<file path="src/rtl/alu_share_arbiter_if.sv">
// rtl/alu_share_arbiter_if.sv - request/response channel pair for one requester of the shared ALU
interface alu_share_arbiter_if #(
    parameter int DATA_W = 32,
    parameter int OP_W   = 4
);
    logic              req_valid;
    logic              req_ready;
    logic [DATA_W-1:0] req_a;
    logic [DATA_W-1:0] req_b;
    logic [OP_W-1:0]   req_op;
    logic              rsp_valid;
    logic              rsp_ready;
    logic [DATA_W-1:0] rsp_result;
    logic              rsp_zero;

    modport master (
        output req_valid, req_a, req_b, req_op, rsp_ready,
        input  req_ready, rsp_valid, rsp_result, rsp_zero
    );

    modport slave (
        input  req_valid, req_a, req_b, req_op, rsp_ready,
        output req_ready, rsp_valid, rsp_result, rsp_zero
    );
endinterface

</file>
<file path="src/rtl/alu_share_arbiter.sv">
// rtl/alu_share_arbiter.sv - round-robin sharing of one combinational ALU between two requesters
module alu_share_arbiter #(
    parameter int DATA_W = 32,
    parameter int OP_W   = 4
) (
    input  logic                clk,
    input  logic                rst,
    alu_share_arbiter_if.slave  p0,
    alu_share_arbiter_if.slave  p1,
    output logic [DATA_W-1:0]   alu_a,
    output logic [DATA_W-1:0]   alu_b,
    output logic [OP_W-1:0]     alu_op,
    input  logic [DATA_W-1:0]   alu_result,
    input  logic                alu_zero
);
    localparam logic [1:0] S_IDLE = 2'd0;
    localparam logic [1:0] S_EXEC = 2'd1;
    localparam logic [1:0] S_RESP = 2'd2;

    logic [1:0]        state;
    logic              owner;
    logic              last_grant;
    logic [DATA_W-1:0] res_q;
    logic              zero_q;
    logic [1:0]        rsp_valid_q;

    logic rsp_hs;
    logic any_valid;
    logic grant;
    logic accept;

    // A new op may only be taken while idle or in the very cycle the owner drains its result.
    always_comb begin
        rsp_hs    = (state == S_RESP) && (owner ? p1.rsp_ready : p0.rsp_ready);
        any_valid = p0.req_valid | p1.req_valid;
        grant     = (p0.req_valid && p1.req_valid) ? ~last_grant : p1.req_valid;
        accept    = !rst && any_valid && ((state == S_IDLE) || rsp_hs);
    end

    assign p0.req_ready  = accept & ~grant;
    assign p1.req_ready  = accept & grant;

    assign p0.rsp_valid  = rsp_valid_q[0];
    assign p1.rsp_valid  = rsp_valid_q[1];
    assign p0.rsp_result = res_q;
    assign p1.rsp_result = res_q;
    assign p0.rsp_zero   = zero_q;
    assign p1.rsp_zero   = zero_q;

    // alu_a/alu_b/alu_op double as the operand registers, so the ALU sees stable inputs in EXEC.
    always_ff @(posedge clk) begin
        if (rst) begin
            state       <= S_IDLE;
            owner       <= 1'b0;
            last_grant  <= 1'b1;
            alu_a       <= '0;
            alu_b       <= '0;
            alu_op      <= '0;
            res_q       <= '0;
            zero_q      <= 1'b0;
            rsp_valid_q <= 2'b00;
        end else begin
            if (accept) begin
                alu_a      <= grant ? p1.req_a  : p0.req_a;
                alu_b      <= grant ? p1.req_b  : p0.req_b;
                alu_op     <= grant ? p1.req_op : p0.req_op;
                owner      <= grant;
                last_grant <= grant;
            end
            case (state)
                S_IDLE: begin
                    if (accept) begin
                        state <= S_EXEC;
                    end
                end
                S_EXEC: begin
                    res_q       <= alu_result;
                    zero_q      <= alu_zero;
                    rsp_valid_q <= owner ? 2'b10 : 2'b01;
                    state       <= S_RESP;
                end
                S_RESP: begin
                    if (rsp_hs) begin
                        rsp_valid_q <= 2'b00;
                        state       <= accept ? S_EXEC : S_IDLE;
                    end
                end
                default: begin
                    state       <= S_IDLE;
                    rsp_valid_q <= 2'b00;
                end
            endcase
        end
    end
endmodule
</file>
<file path="src/flat_wrapper.sv">
// flat-port wrapper written by rule: the top's interface ports become plain ports
module alu_share_arbiter_flat 
#(
    parameter int DATA_W = 32,
    parameter int OP_W   = 4
)
  (clk, rst, alu_a, alu_b, alu_op, alu_result, alu_zero, p0_req_valid, p0_req_a, p0_req_b, p0_req_op, p0_rsp_ready, p0_req_ready, p0_rsp_valid, p0_rsp_result, p0_rsp_zero, p1_req_valid, p1_req_a, p1_req_b, p1_req_op, p1_rsp_ready, p1_req_ready, p1_rsp_valid, p1_rsp_result, p1_rsp_zero);
  alu_share_arbiter_if #(.DATA_W(DATA_W), .OP_W(OP_W)) p0_i ();
  alu_share_arbiter_if #(.DATA_W(DATA_W), .OP_W(OP_W)) p1_i ();
  input  logic clk;
  input  logic rst;
  output logic [DATA_W-1:0] alu_a;
  output logic [DATA_W-1:0] alu_b;
  output logic [OP_W-1:0] alu_op;
  input  logic [DATA_W-1:0] alu_result;
  input  logic alu_zero;
  input wire logic [$bits(p0_i.req_valid)-1:0] p0_req_valid;
  input wire logic [$bits(p0_i.req_a)-1:0] p0_req_a;
  input wire logic [$bits(p0_i.req_b)-1:0] p0_req_b;
  input wire logic [$bits(p0_i.req_op)-1:0] p0_req_op;
  input wire logic [$bits(p0_i.rsp_ready)-1:0] p0_rsp_ready;
  output wire logic [$bits(p0_i.req_ready)-1:0] p0_req_ready;
  output wire logic [$bits(p0_i.rsp_valid)-1:0] p0_rsp_valid;
  output wire logic [$bits(p0_i.rsp_result)-1:0] p0_rsp_result;
  output wire logic [$bits(p0_i.rsp_zero)-1:0] p0_rsp_zero;
  input wire logic [$bits(p1_i.req_valid)-1:0] p1_req_valid;
  input wire logic [$bits(p1_i.req_a)-1:0] p1_req_a;
  input wire logic [$bits(p1_i.req_b)-1:0] p1_req_b;
  input wire logic [$bits(p1_i.req_op)-1:0] p1_req_op;
  input wire logic [$bits(p1_i.rsp_ready)-1:0] p1_rsp_ready;
  output wire logic [$bits(p1_i.req_ready)-1:0] p1_req_ready;
  output wire logic [$bits(p1_i.rsp_valid)-1:0] p1_rsp_valid;
  output wire logic [$bits(p1_i.rsp_result)-1:0] p1_rsp_result;
  output wire logic [$bits(p1_i.rsp_zero)-1:0] p1_rsp_zero;
  assign p0_i.req_valid = p0_req_valid;
  assign p0_i.req_a = p0_req_a;
  assign p0_i.req_b = p0_req_b;
  assign p0_i.req_op = p0_req_op;
  assign p0_i.rsp_ready = p0_rsp_ready;
  assign p0_req_ready = p0_i.req_ready;
  assign p0_rsp_valid = p0_i.rsp_valid;
  assign p0_rsp_result = p0_i.rsp_result;
  assign p0_rsp_zero = p0_i.rsp_zero;
  assign p1_i.req_valid = p1_req_valid;
  assign p1_i.req_a = p1_req_a;
  assign p1_i.req_b = p1_req_b;
  assign p1_i.req_op = p1_req_op;
  assign p1_i.rsp_ready = p1_rsp_ready;
  assign p1_req_ready = p1_i.req_ready;
  assign p1_rsp_valid = p1_i.rsp_valid;
  assign p1_rsp_result = p1_i.rsp_result;
  assign p1_rsp_zero = p1_i.rsp_zero;
  alu_share_arbiter #(.DATA_W(DATA_W), .OP_W(OP_W)) u_core (.clk(clk), .rst(rst), .p0(p0_i), .p1(p1_i), .alu_a(alu_a), .alu_b(alu_b), .alu_op(alu_op), .alu_result(alu_result), .alu_zero(alu_zero));
endmodule
</file>
<file path="config.mk">
export PLATFORM = sky130hd
export DESIGN_NAME = alu_share_arbiter_flat
export DESIGN_NICKNAME = d
export VERILOG_FILES = /design/src/rtl/alu_share_arbiter_if.sv /design/src/rtl/alu_share_arbiter.sv /design/src/flat_wrapper.sv
export SDC_FILE = /design/constraint.sdc
export NUM_CORES = 1
export LEC_CHECK = 0
export CORE_ASPECT_RATIO = 0.8
export CORE_UTILIZATION = 25
export CTS_CLUSTER_SIZE = 25
export DETAILED_ROUTE_END_ITERATION = 8
export DONT_BUFFER_PORTS = 1
export PLACE_DENSITY = 0.46
export SYNTH_ARGS = -nofsm -noshare
export SYNTH_HDL_FRONTEND = slang
export SYNTH_SLANG_ARGS = --single-unit
</file>
<file path="constraint.sdc">
create_clock -name clk -period 2.1 [get_ports clk]
set_input_delay 0.42 -clock clk [delete_from_list [all_inputs] [get_ports clk]]
set_output_delay 0.42 -clock clk [all_outputs]
set_load 0.05 [all_outputs]
</file>
# ---- Yosys cells after proc, flatten, opt, wreduce, memory -nomap -nowiden
# Index checks and enable logic that the tools add are counted.
dict set report op_classes {
  eq_ne 4
  n_mux 12
  n_bitwise 6
  reduce_logical 9
}
# cell n
set ops {}
lappend ops {{two-way mux 32 bit} 2}
lappend ops {{case mux 2 bit (3 select lines)} 2}
lappend ops {{two-way mux 2 bit} 4}
lappend ops {{logical AND 1 bit} 4}
lappend ops {{two-way mux 4 bit} 1}
lappend ops {{inequality test 2 x 1 -> 1 bit, second input constant} 2}
lappend ops {{AND reduction 2 bit} 2}
lappend ops {{two-way mux 1 bit} 3}
lappend ops {{inverter 1 bit} 3}
lappend ops {{AND 1 bit} 2}
lappend ops {{equality test 2 x 1 -> 1 bit, second input constant} 1}
lappend ops {{equality test 2 bit, second input constant} 1}
lappend ops {{zero test 2 bit} 1}
lappend ops {{zero test 1 bit} 1}
lappend ops {{logical OR 1 bit} 1}
lappend ops {{bitwise OR 1 bit} 1}
dict set report word_totals {
  ff_bits 107
  inputBits 175
  out_inout_bits 138
  elab_cells 40
}

# ---- Depth between registers and ports, before layout
# Gate-level depths: netlist (run 1).
dict set report logic_depth {
  word_depth 7
  depth_mapped 7
  mapped_depth_nobuf 4
}

# ---- Worst setup path after synthesis (run 1)
# No wires, ideal clock.
dict set report synth_timing {
  path_kind {input port to output port}
  startpoint {input port p1_req_valid}
  endpoint {output port p0_req_ready}
  arrival_time_ns 1.680
  setup_slack_ns 0.000
  stages 5
  path_cell_list {a21boi_0 buf_2 buf_4 buf_4 nor2_1}
}
dict set report synth_between {
  elab_chain_cells 4
  word_cells_on_any_way 7
}
# element line
set synth_rtl {}
lappend synth_rtl {{start: declaration} flat_wrapper.sv:26} ;# input wire logic [$bits(p1_i.req_valid)-1:0] p1_req_valid;
lappend synth_rtl {{bitwise OR 1 bit / logical AND 1 bit (equally long branches)} {alu_share_arbiter.sv:35, alu_share_arbiter.sv:36}}
lappend synth_rtl {{logical AND 1 bit / two-way mux 1 bit (equally long branches)} {alu_share_arbiter.sv:37, alu_share_arbiter.sv:36}}
lappend synth_rtl {{logical AND 1 bit / inverter 1 bit (equally long branches)} {alu_share_arbiter.sv:37, alu_share_arbiter.sv:40}}
lappend synth_rtl {{AND 1 bit *} alu_share_arbiter.sv:40} ;# assign p0.req_ready = accept & ~grant;
lappend synth_rtl {{end: declaration} flat_wrapper.sv:22} ;# output wire logic [$bits(p0_i.req_ready)-1:0] p0_req_ready;
# Every way passes the cells marked *; elsewhere a longest branch is shown, timed or not.

# ---- Final worst setup path (run 1)
dict set report layout_timing {
  startpoint {register u_core.owner}
  endpoint {output port p1_req_ready}
}
dict set report layout_between {
  elab_chain_cells 5
}
# element line
set layout_rtl {}
lappend layout_rtl {{start: declaration} alu_share_arbiter.sv:21} ;# logic owner;
lappend layout_rtl {{start signal: assignment} alu_share_arbiter.sv:67} ;# owner <= grant;
lappend layout_rtl {{two-way mux 1 bit} alu_share_arbiter.sv:34} ;# rsp_hs = (state == S_RESP) && (owner ? p1.rsp_ready : p0.rsp_ready);
lappend layout_rtl {{logical AND 1 bit} alu_share_arbiter.sv:34}
lappend layout_rtl {{logical OR 1 bit} alu_share_arbiter.sv:37} ;# accept = !rst && any_valid && ((state == S_IDLE) || rsp_hs);
lappend layout_rtl {{logical AND 1 bit} alu_share_arbiter.sv:37}
lappend layout_rtl {{AND 1 bit} alu_share_arbiter.sv:41} ;# assign p1.req_ready = accept & grant;
lappend layout_rtl {{end: declaration} flat_wrapper.sv:31} ;# output wire logic [$bits(p1_i.req_ready)-1:0] p1_req_ready;
# No other way between the ends.

==> metrics, run 1 <==
outcome finished clean; Root Buffer clkbuf_16; clock skew around 0.0054 ns; final WL 15.8 mm; Pwr Density 992 nW/um^2; first-pass GRT wire length about 24 mm; Port Buf Inserts 0; Tcrit/Tclk final 0.971; switching pwr 2240 uW; fin crit period 2.04 ns; Antenna Nets Post-Route 0; Synth Warn # 0; gr usage total 0.141; Num CTS Buffers 9; sw frac 0.380; clk buf depth 2; post-route setup TNS 0 ns; worst hold-check path type input port to flop; utilization after layout 0.287; hpwl dp 10.3 mm; nets around 740; top post-synthesis cells by area dfxtp_1, mux2i_1, a2111oi_0; first drt pass iteration count 4; Bufs and invs on worst path 2; crit-path cells mux2_4 > o211ai_4 > buf_6 > nor2_1 > buf_4; full die area around 22000 sq um; worst vdd ir 411 uV; fill cell count around 2200; final hold vios 0; vias in the first global route 4397; H-tree levels 3; Leakage 0.00206 uW; Synth cell types 23; P_int 3660 uW; GR Overflow Total 0; CP arrival 1.62 ns; Mapped Area approximately 5300 sq um; cell family with most CP delay flip-flops; Required @ worst endpoint 1.68 ns; Die X approximately 160 um; worst-skew pair later-pin latency 0.35 ns; Vias approximately 4600; RSZ-0062 raised after global routing false; setup violators final 0; diode count 0; Core Rows 47; Num Clock Sinks 107; Non-Filler Instances 842; Gate power share 0.200; Area growth, synth to finish 12.3%; Mean Syn Cell Area 8.79 sq um; share of the synthesized area in the top cell type 0.405; DIE HEIGHT approximately 130 um; crit-path max FO 4; placed cell count 826; worst slew pin tran 0.596 ns; I/O pins 313; max_slew headroom 0.602; initial drt markers 332; largest net degree at the start of global routing 110; CP peak stage delay 0.36 ns; Initial Util 0.256; sequential fraction of the synthesis area 0.405; WS Path Type flop to output port; Worst path slowest cell dfxtp_1; number of remaining DRC errors 0; fmax between 0.4 and 0.5 GHz; Max Cap Violations 0; post-synthesis cell count about 600; initial antenna violation count 0; kind of start point of the critical path flop; Synth area leader dfxtp_1; Core Area 20700 sq um; CTS tree yes; CTS clk-pin slew, worst paths 0.08 ns; Via-to-Cell Ratio 5.43; share of cells above drive strength 1 0.152; WL per Instance 18.8 um; Syn Nets 777; Slew Limit Fails 0; sequential power share 0.473; area post-placement 5610 sq um; crit end category output port; GP Congestion 0.699; Final Cell Area 5950 sq um; flops & latches, synth 107; clock group share of total power 0.327
[power by group through the flow]
| stage | clock, uW | sequential, uW | combinational [uW] |
|---|---|---|---|
| floorplan | 0 | 2960 | 835 |
| global placement | 0 | 2840 | 1150 |
| detailed placement | 0 | 2840 | 1190 |
| CTS | 2000 | 2790 | 1190 |
| global route | 2080 | 2820 | 1270 |
| finish | 1930 | 2790 | 1180 |
[cell type report]
| cell class | count | area, sq um | share of cell area |
|---|---|---|---|
| tap | 269 | 337 | 0.0566 |
| sequential | 107 | 2140 | 0.360 |
| inverter | 3 | 11.3 | 0.00189 |
| multi-input combinational | 394 | 2620 | 0.441 |
| timing repair buffer | 53 | 502 | 0.0844 |
| clock inverter | 7 | 106 | 0.0179 |
| clock buffer | 9 | 225 | 0.0379 |
[metrics by stage]
| stage | setup slack [ns] | hold WS (ns) | total power (uW) |
|---|---|---|---|
| CTS | 0.0278 | 0.129 | 5980 |
| global route | 0.0102 | 0.124 | 6180 |
| detailed placement | 0.129 | 0.442 | 4030 |
| global placement | 0.339 | 0.440 | 3990 |
| finish | 0.0599 | 0.159 | 5900 |
| floorplan | 0.0298 | 0.493 | 3790 |
[what timing repair did]
item | in CTS | in global routing
setup endpoints to repair | 0 | 1
gates resized for setup | 0 | 1
buffers inserted | 0 | 0
endpoints found under the hold margin | 0 | 0
hold buffers | 0 | 0
[path summary, 6_finish.rpt]
| path | start | to | slack (ns) | cells past startpoint |
|---|---|---|---|---|
| setup / recovery | u_core.owner | p1_req_ready | 0.06 | 5 |
| hold / removal | rst | u_core.alu_a[0] | 0.16 | 1 |
| setup reg to reg | u_core.owner | u_core.alu_a[19] | 0.13 | 5 |
| hold reg to reg | u_core.p0.rsp_result[18] | u_core.p0.rsp_result[18] | 0.45 | 2 |
[cell families (layout without fill, tap and decap cells)]
family / Yosys count / in the layout / share of synthesized area
AOI/OAI and AO/OA: 174 / 174 / 0.228
buffers and inverters: 101 / 72 / 0.104
DFF: 107 / 107 / 0.405
muxes: 73 / 73 / 0.139
and+or+nand+nor: 147 / 147 / 0.124
[layout by cell type, fill, tap and decap left out, drive strengths merged]
master and instances:
or2 1, o211ai 1, inv 7, nor2b 1, a2111oi 68, or3 1
a21boi 1, o32ai 2, nand2 68, dfxtp 107, nand2b 4, mux2 1
bufinv 2, nor3 68, mux2i 72, nor2 4, clkinv 1, clkbuf 9
a21oi 102, buf 53
[layer usage]
metal,vias up,GRT usage,part of all wire
li1,2132,-,-
met1,2218,0.166,0.41
met5,-,0,0
met2,214,0.242,0.50
met3,12,0.0428,0.074
met4,0,0.0433,0.013
[synthesized netlist by cell type (all sizes together)]
cell type	instances
or2	1
a21boi	1
mux2i	72
or3	1
nor3	68
nand2b	4
dfxtp	107
a2111oi	68
mux2	1
nand2	68
buf	55
inv	3
o211ai	1
a21oi	102
nor2	4
nor2b	1
clkbuf	43
o32ai	2
[flip-flops by register name (all words and copies together) (netlist names)]
name and cells:
u_core.alu_b 32, u_core.last_grant 1, u_core.p0.rsp_result 32, u_core.alu_a 32, u_core.p0.rsp_zero 1, u_core.state 2
u_core.owner 1, u_core.rsp_valid_q 2, u_core.alu_op 4
(Power assumes the default switching activity.)
==> run 2, diff against run 1 <==
- CORE_AREA: unset -> 2 2 123 125
- CORE_ASPECT_RATIO: 0.8 -> unset
- CORE_UTILIZATION: 25 -> unset
- DIE_AREA: unset -> 0 0 125 127
- PLACE_DENSITY: 0.46 -> 0.59
- SLEW_MARGIN: unset -> 10
==> metrics, run 2 (synthesis gave the netlist of run 1 again) <==
Required @ worst endpoint 1.68 ns (about the same); Pwr Density 966 nW/um^2 (was 992 nW/um^2); gr usage total 0.175 (was 0.141); worst slew pin tran 0.629 ns (was 0.596 ns); share of cells above drive strength 1 0.150 (was 0.152); Setup crit start u_core.owner (unchanged); Initial Util 0.367 (was 0.256); crit-path max FO 5 (was 4); fin crit period 2.01 ns (was 2.04 ns); WL per Instance 19.4 um (was 18.8 um); setup bufs post-CTS 0 (unchanged); first-pass GRT wire length 22.5 mm (was 23.9 mm); kind of start point of the critical path flop (unchanged); most common cell after layout, fill and taps aside dfxtp_1 (unchanged); area post-placement 5500 sq um (was 5610 sq um); nets 742 (was 743); Antenna Nets Post-Route 0 (unchanged); I/O pins 313 (unchanged); Max Cap Violations 0 (unchanged); fmax 0.497 GHz (was 0.490 GHz); CTS tree yes (unchanged); clk buf depth 2 (unchanged); worst r2r src u_core.owner (unchanged); worst-skew pair later-pin latency 0.34 ns (was 0.35 ns); full die area 15900 sq um (was 21800 sq um); first drt pass iteration count 4 (unchanged); GR Overflow Total 0 (unchanged); DIE HEIGHT 127 um (was 132 um); largest net degree at the start of global routing 110 (unchanged); worst vdd ir 509 uV (was 411 uV); CTS clk-pin slew, worst paths 0.07 ns (was 0.08 ns); Core Area 14400 sq um (was 20700 sq um); Root Buffer clkbuf_16 (unchanged); highest-count cells in the layout ignoring fill and taps dfxtp_1, a21oi_1, mux2i_1 (unchanged); Area growth, synth to finish 9.31% (was 12.3%); Num Clock Sinks 107 (unchanged); post-CTS resize count 0 (unchanged); Slew Limit Fails 0 (unchanged); Via-to-Cell Ratio 5.87 (was 5.43); max_slew headroom 0.580 (was 0.602); GP Congestion 0.768 (was 0.699); Core Rows 44 (was 47); clock skew 0.00495 ns (was 0.00538 ns); worst hold-check path type input port to flop (unchanged); HP Start rst (unchanged); Leakage 0.00203 uW (was 0.00206 uW); Vias 4441 (was 4576); initial antenna violation count 0 (unchanged); Die X 125 um (was 165 um); vias in the first global route 4203 (was 4397); CP arrival 1.59 ns (was 1.62 ns); Final Cell Area 5790 sq um (was 5950 sq um); crit end category output port (unchanged); diode count 0 (unchanged); WS Path Type flop to output port (unchanged); Port Buf Inserts 0 (unchanged); # hold bufs at CTS 0 (unchanged); H-tree levels 3 (unchanged); Num CTS Buffers 9 (unchanged); initial drt markers 200 (was 332); final hold vios 0 (unchanged); post-route setup TNS 0 ns (unchanged); Tcrit/Tclk final 0.958 (was 0.971); outcome finished clean (unchanged); number of remaining DRC errors 0 (unchanged); final WL 14.7 mm (was 15.8 mm); RSZ-0062 raised after global routing false (unchanged); setup violators final 0 (unchanged); hpwl dp 9.64 mm (was 10.3 mm)
run 2: layout make-up:
| type | count | area (sq um) |
|---|---|---|
| inverters | 3 | 11.3 |
| fillers | 1408 | 8640 |
| flip-flops and latches | 107 | 2140 |
| multi-input cells | 394 | 2620 |
| repair buffers | 52 | 490 |
| clock inverters | 5 | 35.0 |
| well taps | 184 | 230 |
| clock buffers | 11 | 253 |
run 2: power breakdown:
| group | switching (uW) | total, uW | internal [uW] |
|---|---|---|---|
| combinational | 785 | 1160 | 379 |
| sequential | 583 | 2790 | 2210 |
| clock | 763 | 1640 | 872 |
run 2: per-stage QoR:
step / setup WS, ns / util / cells / hold slack, ns / total power (uW)
floorplan: 0.0298 / - / 602 / 0.493 / 3790
global placement: 0.318 / 0.381 / 740 / 0.438 / 3970
detailed placement: 0.203 / 0.381 / 740 / 0.447 / 4010
CTS: 0.0673 / 0.401 / 756 / 0.140 / 5660
global route: 0.00347 / 0.401 / 756 / 0.149 / 5840
finish: 0.0875 / 0.401 / 756 / 0.160 / 5590
run 2: path summary, 6_finish.rpt:
check	end	slack, ns	depth (start not counted)
setup / recovery	p1_req_ready	0.09	4
hold / removal	u_core.alu_a[5]	0.16	1
setup reg to reg	u_core.alu_b[30]	0.20	5
hold reg to reg	u_core.p0.rsp_result[23]	0.46	2
run 2: worst max-delay path, stage by stage (launching register included):
cell and delay [ns]:
dfxtp_1 0.36, mux2_4 0.35, o211ai_4 0.25, nor2_1 0.10
buf_4 0.20
run 2: per-layer routing:
layer | vias to the layer above | share of wire | global-route usage
met2 | 228 | 0.50 | 0.306
li1 | 2132 | - | -
met4 | 0 | 0.015 | 0.0569
met1 | 2068 | 0.39 | 0.199
met3 | 13 | 0.095 | 0.0653
met5 | - | 0 | 0
==> run 3, diff against run 2 <==
- CORE_AREA: 2 2 123 125 -> unset
- CORE_ASPECT_RATIO: unset -> 0.8
- CORE_MARGIN: unset -> 2
- CORE_UTILIZATION: unset -> 25
- DIE_AREA: 0 0 125 127 -> unset
- PLACE_DENSITY: 0.59 -> 0.46
- REMOVE_ABC_BUFFERS: unset -> 1
==> metrics, run 3 (synthesis gave the netlist of run 1 again) <==
r2r worst-path depth 6 (was 5); WS Path Type flop to flop (was flop to output port); highest-count cells in the layout ignoring fill and taps dfxtp_1, a21oi_1, mux2i_1 (unchanged); share of cells above drive strength 1 0.154 (was 0.150); worst-skew pair later-pin latency 0.35 ns (was 0.34 ns); Via-to-Cell Ratio 5.42 (was 5.87); diode count 0 (unchanged); Slew Limit Fails 0 (unchanged); hpwl dp 10.2 mm (was 9.64 mm); worst hold-check path type input port to flop (unchanged); sw frac 0.360 (was 0.381); most common cell after layout, fill and taps aside dfxtp_1 (unchanged); Die X 167 um (was 125 um); Root Buffer clkbuf_16 (unchanged); DIE HEIGHT 134 um (was 127 um); Min-Delay Path Depth 1 (unchanged); Max Cap Violations 0 (unchanged); nets 740 (was 742); initial drt markers 242 (was 200); Core Rows 47 (was 44); Pwr Density 1020 nW/um^2 (was 966 nW/um^2); clock group share of total power 0.348 (was 0.293); fmax 0.502 GHz (was 0.497 GHz); final WL 16.0 mm (was 14.7 mm); Vias 4545 (was 4441); Tcrit/Tclk final 0.948 (was 0.958); RSZ-0062 raised after global routing true (was false); GP Congestion 0.726 (was 0.768); sequential power share 0.462 (was 0.499); Num CTS Buffers 9 (unchanged); max_slew headroom 0.576 (was 0.580); H-tree levels 3 (unchanged); P_int 3890 uW (was 3460 uW); Leakage 0.00205 uW (was 0.00203 uW); Num Clock Sinks 107 (unchanged); crit-path max FO 44 (was 5); crit end category flop (was output port); GR Overflow Total 0 (unchanged); I/O pins 313 (unchanged); worst slew pin tran 0.637 ns (was 0.629 ns); initial antenna violation count 0 (unchanged); CTS tree yes (unchanged); Antenna Nets Post-Route 0 (unchanged); first drt pass iteration count 4 (unchanged); Required @ worst endpoint 2.32 ns (was 1.68 ns); Area growth, synth to finish 12.2% (was 9.31%); first-pass GRT wire length 23.8 mm (was 22.5 mm); Initial Util 0.256 (was 0.367); worst vdd ir 411 uV (was 509 uV); fin crit period 1.99 ns (was 2.01 ns); setup violators final 0 (unchanged); WL per Instance 19.1 um (was 19.4 um); post-route setup TNS 0 ns (unchanged); clk buf depth 2 (unchanged); Core Area 20700 sq um (was 14400 sq um); CP arrival 2.21 ns (was 1.59 ns); worst slack, placed 0.0557 ns (was 0.203 ns); Port Buf Inserts 0 (unchanged); CTS clk-pin slew, worst paths 0.08 ns (was 0.07 ns); vias in the first global route 4336 (was 4203); Gate power share 0.190 (was 0.208); fill cell count 2214 (was 1408); Setup WS post-layout 0.109 ns (was 0.0875 ns); outcome finished clean (unchanged); largest net degree at the start of global routing 110 (unchanged); gr usage total 0.132 (was 0.175); # hold bufs at CTS 0 (unchanged); worst hold margin 0.150 ns (was 0.160 ns); kind of start point of the critical path flop (unchanged); clock skew 0.0102 ns (was 0.00495 ns); full die area 22400 sq um (was 15900 sq um); number of remaining DRC errors 0 (unchanged); final hold vios 0 (unchanged); switching pwr 2190 uW (was 2130 uW)
## run 3: final timing paths
check | from | endpoint | slack, ns
min | rst | u_core.alu_a[9] | 0.15
max | u_core.owner | u_core.alu_a[19] | 0.11
max reg2reg | u_core.owner | u_core.alu_a[19] | 0.11
min reg2reg | u_core.p0.rsp_result[26] | u_core.p0.rsp_result[26] | 0.45
## run 3: critical path, cell delays in order (launching register included)
cell and delay [ns]:
dfxtp_2 0.37, mux2_4 0.33, o211ai_4 0.24, buf_4 0.16
inv_2 0.03, buf_4 0.26, a2111oi_0 0.44
## run 3: power by group through the flow
| stage | Combinational, uW | Sequential (uW) | Clock [uW] |
|---|---|---|---|
| final | 1160 | 2810 | 2120 |
| after global routing | 1250 | 2830 | 2270 |
| after CTS | 1130 | 2810 | 2190 |
| after detailed placement | 1120 | 2860 | 0 |
| after global placement | 1090 | 2850 | 0 |
| after floorplan | 634 | 3100 | 0 |
## run 3: through the flow
| stage | std cells | total power, uW | utilization | cell area (sq um) |
|---|---|---|---|---|
| 4_1_cts | 838 | 6130 | 0.284 | 5890 |
| 6_report | 839 | 6080 | 0.287 | 5940 |
| 2_1_floorplan | 504 | 3740 | - | 4750 |
| 3_3_place_gp | 819 | 3940 | 0.265 | 5490 |
| 5_1_grt | 839 | 6350 | 0.287 | 5940 |
| 3_5_place_dp | 819 | 3980 | 0.265 | 5490 |
## run 3: timing repair
item	4_1_cts	5_1_grt
gates resized for setup	0	16
endpoints found under the setup margin	2	43
setup buffers	3	0
pin swaps	1	1
cloned	0	1
## run 3: per-layer routing
layer | GRT usage | part of all wire
met1 | 0.165 | 0.43
met2 | 0.218 | 0.49
met3 | 0.0404 | 0.071
met4 | 0.0417 | 0.012
met5 | 0 | 0
## run 3: cell type report
class	count	area, sq um	share of cell area
Clock inverter	6	134	0.0226
Sequential cell	107	2140	0.361
Clock buffer	10	239	0.0403
Inverter	3	11.3	0.00190
Tap cell	269	337	0.0567
Multi-Input combinational cell	394	2650	0.447
Timing Repair Buffer	50	422	0.0710
